## config.mk

```make
export PLATFORM = sky130hd
export DESIGN_NAME = mbox_tx_arbiter
export DESIGN_NICKNAME = d
export VERILOG_FILES = /design/src/rtl/mbox_tx_arbiter.sv
export SDC_FILE = /design/constraint.sdc
export NUM_CORES = 1
export LEC_CHECK = 0
export BUFFER_PORTS_ARGS = -buffer_cell sky130_fd_sc_hd__buf_2
export CAP_MARGIN = 40
export CORE_MARGIN = 10
export CORE_UTILIZATION = 34
export DETAILED_ROUTE_END_ITERATION = 8
export PLACE_DENSITY_LB_ADDON = 0.2
export SLEW_MARGIN = 25
export SYNTH_ARGS = -nofsm -noshare
export SYNTH_HDL_FRONTEND = slang
export SYNTH_SLANG_ARGS = --single-unit
```

## constraint.sdc

```tcl
create_clock -name aclk -period 1.7 [get_ports aclk]
set_input_delay 0 -clock aclk [delete_from_list [all_inputs] [get_ports aclk]]
set_output_delay 0 -clock aclk [all_outputs]
set_load 0.02 [all_outputs]
```

## src/rtl/mbox_tx_arbiter.sv

```systemverilog
// mbox_tx_arbiter: round-robin packet arbiter onto one mailbox write channel; MBOX_ARB_LENCHK_EN adds an overlength check
module mbox_tx_arbiter #(
    parameter int N      = 4,
    parameter int MAXLEN = 1024,
    localparam int GW    = $clog2(N)
) (
    input  logic            aclk,
    input  logic            resetn,
    input  logic [N*32-1:0] req_dat,
    input  logic [N-1:0]    req_valid,
    input  logic [N-1:0]    req_last,
    output logic [N-1:0]    req_ready,
    input  logic [N-1:0]    req_abort,
    output logic [N-1:0]    req_done,
    output logic [N-1:0]    req_aborted,
    output logic [31:0]     mbox_w_dat,
    output logic            mbox_w_valid,
    input  logic            mbox_w_ready,
    output logic            mbox_w_done,
    output logic            mbox_w_abort,
    input  logic            mbox_r_abort,
    output logic            busy,
    output logic [GW-1:0]   gnt_id,
    output logic            len_err
);
    typedef enum logic [2:0] {IDLE, SEND, DONE, ABORT_INIT, ABORT_ACK} state_e;

    state_e        state_q, state_d;
    logic [GW-1:0] ptr_q, ptr_d, gnt_q, gnt_d, win, idx;
    logic          found, send, hs, own_last, own_abort;

`ifdef MBOX_ARB_LENCHK_EN
    localparam int CW = $clog2(MAXLEN + 1);
    logic [CW-1:0] cnt_q, cnt_d;
    logic          len_err_q, len_err_d;
`endif

    assign send      = state_q == SEND;
    assign own_last  = req_last[gnt_q];
    assign own_abort = req_abort[gnt_q];
    assign hs        = send & req_valid[gnt_q] & mbox_w_ready;

    // first requesting index at or after ptr, wrapping modulo N
    always_comb begin
        found = 1'b0;
        win   = '0;
        idx   = '0;
        for (int k = 0; k < N; k++) begin
            idx = GW'((int'(ptr_q) + k) % N);
            if (!found && req_valid[idx]) begin
                found = 1'b1;
                win   = idx;
            end
        end
    end

    always_ff @(posedge aclk) begin
        if (!resetn) begin
            state_q <= IDLE;
            ptr_q   <= '0;
            gnt_q   <= '0;
        end else begin
            state_q <= state_d;
            ptr_q   <= ptr_d;
            gnt_q   <= gnt_d;
        end
    end

`ifdef MBOX_ARB_LENCHK_EN
    always_ff @(posedge aclk) begin
        if (!resetn) begin
            cnt_q     <= '0;
            len_err_q <= 1'b0;
        end else begin
            cnt_q     <= cnt_d;
            len_err_q <= len_err_d;
        end
    end
`endif

    always_comb begin
        state_d = state_q;
        ptr_d   = ptr_q;
        gnt_d   = gnt_q;
`ifdef MBOX_ARB_LENCHK_EN
        cnt_d     = cnt_q;
        len_err_d = len_err_q;
`endif
        case (state_q)
            IDLE: begin
                if (mbox_r_abort) begin
                    state_d = ABORT_ACK;
                end else if (found) begin
                    gnt_d   = win;
                    ptr_d   = (win == GW'(N - 1)) ? '0 : win + 1'b1;
                    state_d = SEND;
`ifdef MBOX_ARB_LENCHK_EN
                    cnt_d   = '0;
`endif
                end
            end
            SEND: begin
                // a remote abort wins even over a last handshake; a local abort loses to it
                if (mbox_r_abort) begin
                    state_d = ABORT_ACK;
                end else if (own_abort && !(hs && own_last)) begin
                    state_d = ABORT_INIT;
                end else if (hs && own_last) begin
                    state_d = DONE;
`ifdef MBOX_ARB_LENCHK_EN
                end else if (hs) begin
                    if (cnt_q == CW'(MAXLEN - 1)) begin
                        len_err_d = 1'b1;
                        state_d   = ABORT_INIT;
                    end else begin
                        cnt_d = cnt_q + 1'b1;
                    end
`endif
                end
            end
            DONE:       state_d = IDLE;
            ABORT_INIT: state_d = mbox_r_abort ? IDLE : ABORT_INIT;
            ABORT_ACK:  state_d = IDLE;
            default:    state_d = IDLE;
        endcase
    end

    always_comb begin
        req_ready              = '0;
        req_done               = '0;
        req_aborted            = '0;
        req_ready[gnt_q]       = send & mbox_w_ready;
        req_done[gnt_q]        = state_q == DONE;
        req_aborted[gnt_q]     = (send || state_q == ABORT_INIT) && mbox_r_abort;
    end

    assign mbox_w_dat   = send ? req_dat[32*int'(gnt_q) +: 32] : '0;
    assign mbox_w_valid = send & req_valid[gnt_q];
    assign mbox_w_done  = state_q == DONE;
    assign mbox_w_abort = state_q == ABORT_INIT || state_q == ABORT_ACK;
    assign busy         = state_q != IDLE;
    assign gnt_id       = gnt_q;

`ifdef MBOX_ARB_LENCHK_EN
    assign len_err = len_err_q;
`else
    assign len_err = 1'b0;
`endif
endmodule

```

==> metrics.md, run 1 <==
| Metric | Value |
|---|---|
| FF-to-FF Start | ptr_q[1] |
| Worst r2r path cells | 7 |
| CTS Root Cell | clkbuf_8 |
| GRT Overall Usage | 0.178 |
| Port Buf Inserts | 193 |
| Syn nets | 304 |
| Crit share post-route | 0.993 |
| Largest net degree at the start of global routing | 40 |
| Vias in the first global route | 2279 |
| TritonCTS buffer count | 3 |
| CP Launch Type | flop |
| RSZ-0062 raised after global routing | yes |
| Util after Layout | 0.612 |
| Simple-gate share of the synthesized area | 0.258 |
| DRT Pass-1 Iters | 6 |
| Hold Startpoint | resetn |
| Largest family of logic cells by synthesized area | multiplexers |
| Core area | 0.00466 mm² |
| Min-Delay Endpoint | gnt_id[1] |
| Synth Flop Type | dfxtp_1 |
| Total chip power | 1180 µW |
| Worst setup margin | 11.5 ps |
| Yosys top cell by area | mux4_2 |
| Post-synthesis sequential area ratio | 0.0867 |
| Netlist Area Pre-Place | 0.00162 mm² |
| Num rows | 25 |
| Fill count | 429 |
| Via density per instance | 5.31 |
| Final setup fails | 0 |
| Wire per inst | 20.4 µm |
| WP data required | 1700 ps |
| Max Root-Sink Buffers | 2 |
| Remaining antenna violation count | 0 |
| Area contributors post-synth | mux4_2 (47%), and3_1 (13%), dfxtp_1 (8.7%) |
| Initial Utilization | 0.347 |
| Final hold viol count | 0 |
| Placement Setup Slack | 151 ps |
| DRC Markers | 0 |
| Synth Area in Compound Gates | 0.0658 |
| Area grow syn2layout | 76.4% |
| Die area | 0.00791 mm² |
| Pins Over Slew Limit | 0 |
| Clock skew | 2.29 ps |
| Leak Pwr | 0.00151 µW |
| Setup CP Type | flop to output port |
| Critical Path Sink Type | output port |
| Post-synth top area share | 0.474 |
| Congestion Overflow GR | 0 |
| EDFF count, synth | 0 |
| Dpl hpwl | 6.87 mm |
| Antenna diodes | 0 |
| CTS tree | done |
| Post-synth ARST share | 0 |
| Mux cell area share after synthesis | 0.499 |
| Syn Area/Cell | 10.2 µm² |
| R2R Setup Slk | 140 ps |
| CTS H-tree lvls | 1 |
| Peak supply drop | 0.449 mV |
| Hold path cells | 2 |
| Wirelength, routed | 8.36 mm |
| Pwr dens | 414 mW/mm² |
| Most frequent cells in the layout | buf_2 (184), mux4_2 (34), and3_1 (27), buf_4 (19), nor2_1 (13) |
| Run status | complete, no violations |
| Syn. warnings | 0 |
| Share of post-route cells with drive strength above 1 | 0.735 |
| Die H | 89.0 µm |
| Initial drt markers | 81 |
| Setup TNS | 0 ps |
| Post-Synth Adder-Cell Area | 0.00774 |
| Die width | 89.0 µm |
| I/O pin total | 195 |
| Final nets | 501 |
| DR vias | 2173 |
| Reg-to-Reg End | ptr_q[1] |
| Yosys cell types | 33 |
| Fin crit period | 1690 ps |
| Worst hold path type | input pin to flop |
| Maxcap violations | 0 |
| CP arrival | 1690 ps |
| Clk pin slew, worst setup/hold paths | 40 ps |
| Post-Synthesis Cells | 159 |
| Worst Path Max Fanout | 7 |
| RD Place Congestion | 0.847 |
| FF+latch count, synth | 7 |
| Worst skew pair latency | 220 ps |
| Initial antenna violation count | 0 |
| Commonest non-fill, non-tap cell in the layout | buf_2 |
| First-pass GRT wire length | 11.4 mm |
| Clk sinks | 7 |
| Synth Area in XOR/XNOR | 0 |
| Achievable Freq | 592 MHz |
## worst max-delay path, stage by stage (launching register included)
cell	delay, ps
dfxtp_4	420
clkbuf_16	190
mux4_2	510
and3_4	200
buf_4	150
## power by group
| part | internal [µW] | leakage (µW) | switching [µW] |
|---|---|---|---|
| sequential | 178 | 0.0000585 | 20.3 |
| combinational | 435 | 0.00143 | 316 |
| clock | 162 | 0.0000228 | 69.7 |
| total | 775 | 0.00151 | 406 |
## cells by family (layout without fill, tap and decap cells)
group           count (synthesis)  after routing
simple gates                   73             73
mux                            38             38
buf+inv                        24            220
compound gates                 15             15
flops                           7              7
fa+ha+maj                       1              1
other cells                     1              1
## final cells by class
class / count / area [µm²] / share of cell area
Multi-Input combinational cell: 128 / 1380 / 0.485
Inverter: 6 / 22.5 / 0.00790
Tap cell: 54 / 67.6 / 0.0237
Clock buffer: 4 / 45.0 / 0.0158
Timing Repair Buffer: 210 / 1190 / 0.416
Sequential cell: 7 / 145 / 0.0509
## state kept, by name (all words and copies together), names as in the netlist
signal,count
ptr_q,2
state_q,3
gnt_id,2
## worst max path at each step
stage                   start             end  slack, ps  depth (start not counted)
floorplan           gnt_id[0]      state_q[1]        130                          5
CTS                 gnt_id[0]   mbox_w_dat[7]         -2                          4
finish              gnt_id[0]  mbox_w_dat[18]         10                          4
global route        gnt_id[0]  mbox_w_dat[27]        -20                          4
global placement     ptr_q[1]        ptr_q[1]        180                          7
detailed placement   ptr_q[1]        ptr_q[1]        150                          7
## synth_stat cells (2+ instances only)
library cell	instances
a21oi_1	3
and3_1	34
buf_2	5
buf_4	3
buf_6	3
clkbuf_1	7
dfxtp_1	7
inv_1	6
mux2i_1	3
mux4_2	34
nand2_1	8
nand2b_1	4
nand3_1	4
nor2_1	14
nor3_1	3
nor3b_1	2
o21ai_0	2
o221ai_1	2
## per-stage QoR
| stage | cells | area (µm²) | hold WS (ps) |
|---|---|---|---|
| after global placement | 400 | 2650 | 308 |
| after global routing | 409 | 2850 | 93.0 |
| final | 409 | 2850 | 85.3 |
| after CTS | 404 | 2700 | 84.6 |
| after floorplan | 159 | 1620 | 128 |
| after detailed placement | 400 | 2650 | 318 |
## metal layers
layer	part of all wire	vias up	GRT usage
met5	0	-	0
met4	0.016	0	0.0318
met3	0.087	14	0.0410
met2	0.55	117	0.346
met1	0.35	1012	0.193
li1	-	1030	-
## what timing repair did
item                                    in CTS  in global routing
setup buffers                                0                  2
hold buffers                                 0                  0
endpoints found under the setup margin       1                 32
resized for setup                            0                 22
pin swaps                                    0                  1
gates cloned                                 0                  3
Power figures use the tool's default switching activity.
==> inputs of run 2 (changes only) <==
PLACE_DENSITY = 0.89   (was not set)
PLACE_DENSITY_LB_ADDON = not set   (was 0.2)
==> metrics.md, run 2 (synthesis gave the netlist of run 1 again) <==
| Metric | Value |
|---|---|
| Core area | 0.00466 mm² (unchanged) |
| DR vias | 2206 (+1.5%) |
| Largest Register | state_q |
| GRT Max-Usage Layer | met2 |
| Wire per inst | 21.5 µm (+5.1%) |
| Initial Utilization | 0.347 (unchanged) |
| # hold bufs at CTS | 0 (unchanged) |
| Remaining antenna violation count | 0 (unchanged) |
| Grt met3 use | 0.0501 (+0.00912) |
| Most frequent cells in the layout | buf_2 (188), mux4_2 (34), and3_1 (29), nor2_1 (13) |
| Worst hold path type | input pin to flop |
| TritonCTS buffer count | 3 (unchanged) |
| Final instance area | 0.00284 mm² (-0.48%) |
| Placed cell area | 0.00263 mm² (-0.66%) |
| Max Root-Sink Buffers | 2 (unchanged) |
| Achievable Freq | 591 MHz (-0.14%) |
| Worst r2r path cells | 8 (+1) |
| Clk pin slew, worst setup/hold paths | 40 ps (about the same) |
| Die H | 89.0 µm (unchanged) |
| Dpl hpwl | 7.14 mm (+4.0%) |
| Congestion Overflow GR | 0 (unchanged) |
| Critical Path Sink Type | output port |
| Port Buf Inserts | 193 (unchanged) |
| Peak supply drop | 0.492 mV (+9.5%) |
| Run status | complete, no violations |
| Share of post-route cells with drive strength above 1 | 0.733 (-0.00226) |
| Reg-to-Reg End | ptr_q[1] |
| Worst Path Max Fanout | 13 (+6) |
| DRC Markers | 0 (unchanged) |
| Worst setup path endpoint | mbox_w_dat[15] |
| Initial drt markers | 56 (-31%) |
| CP arrival | 1690 ps (about the same) |
| Die area | 0.00791 mm² (unchanged) |
| Util after Layout | 0.609 (-0.00295) |
| Largest net degree at the start of global routing | 40 (unchanged) |
| Crit share post-route | 0.995 (+0.00141) |
| Fin crit period | 1690 ps (+2.39 ps) |
| Global Route met2 Usage | 0.394 (+0.0485) |
| FF-to-FF Start | ptr_q[1] |
| RSZ-0062 raised after global routing | yes |
| CTS H-tree lvls | 1 (unchanged) |
| Worst Tran Pin Value | 513 ps |
| Pwr dens | 419 mW/mm² (+1.2%) |
| WP data required | 1700 ps (about the same) |
| DRT Pass-1 Iters | 4 (-2) |
| Wirelength, routed | 8.75 mm (+4.6%) |
| R2R Setup Slk | 120 ps (-20 ps) |
| I/O pin total | 195 (unchanged) |
| First-pass GRT wire length | 12.1 mm (+6.6%) |
| Area grow syn2layout | 75.5% |
| Largest register FFs | 3 (unchanged) |
| Die width | 89.0 µm (unchanged) |
| GRT Overall Usage | 0.196 (+0.0173) |
| Via density per instance | 5.42 (+2.0%) |
| Leak Pwr | 0.00151 µW (-0.29%) |
| CTS tree | done |
| Final nets | 498 (-0.60%) |
| Grt met1 use | 0.192 (-0.00105) |
| Vias in the first global route | 2333 (+2.4%) |
| Worst skew pair latency | 230 ps (about the same) |
| Setup CP Type | flop to output port |
| CTS Root Cell | clkbuf_8 |
| Final hold viol count | 0 (unchanged) |
| Final setup fails | 0 (unchanged) |
| Clock skew | 2.25 ps (-0.0348 ps) |
| Fill count | 410 (-4.4%) |
| Pins Over Slew Limit | 0 (unchanged) |
| CP Launch Type | flop |
| Worst rel slew slack | 0.655 |
| CP startpoint | gnt_id[0] |
| Commonest non-fill, non-tap cell in the layout | buf_2 |
| Initial antenna violation count | 1 (+1) |
| Clk sinks | 7 (unchanged) |
| Num rows | 25 (unchanged) |
| Maxcap violations | 0 (unchanged) |
| RD Place Congestion | 0.891 (+5.2%) |
==> run 2: changes by cell type in the layout (fill, tap and decap cells not counted), sizes merged <==
cell   before  now
buf       208  205
diode       0    1
==> run 2: through the flow <==
step	hold slack, ps	power (µW)	setup WS [ps]	instances	TNS, ps
floorplan	128	621	131	159	0
global placement	312	880	207	396	0
detailed placement	321	903	137	396	0
CTS	83.3	1150	-0.901	400	-0.901
global route	85.8	1270	-58.3	407	-210
finish	92.2	1190	9.11	407	0
==> run 2: power by group <==
part,internal [µW],switching (µW)
Sequential,178,17.0
Clock,162,69.7
Combinational,430,333
==> run 2: what timing repair did <==
action / in CTS / in global routing
cloned: 0 / 2
gates resized for setup: 3 / 17
buffers inserted: 0 / 4
setup endpoints to repair: 6 / 23
==> run 2: layer usage <==
layer  share of wire  vias up
met1            0.33     1057
met4           0.018        0
met3           0.090       14
met5               0        -
met2            0.56      111
li1                -     1024
==> run 2: final cells by class <==
| class | count | area (µm²) | area share |
|---|---|---|---|
| Inverter | 6 | 22.5 | 0.00794 |
| Multi-Input combinational cell | 128 | 1390 | 0.488 |
| Clock buffer | 4 | 45.0 | 0.0159 |
| Tap cell | 54 | 67.6 | 0.0238 |
| Timing Repair Buffer | 207 | 1170 | 0.412 |
| Antenna cell | 1 | 2.50 | 0.000882 |
| Sequential cell | 7 | 145 | 0.0511 |
==> run 2: critical path, stage by stage (launching register included) <==
cell,delay (ps)
dfxtp_4,400
buf_12,170
mux4_2,520
and3_1,200
buf_2,160
==> run 2: worst min path at each step <==
stage | endpoint | cells past startpoint | startpoint
after global routing | gnt_id[1] | 2 | resetn
after floorplan | ptr_q[1] | 1 | resetn
final | gnt_id[0] | 3 | resetn
after CTS | gnt_id[1] | 2 | resetn
after global placement | state_q[2] | 2 | mbox_r_abort
after detailed placement | gnt_id[1] | 2 | resetn
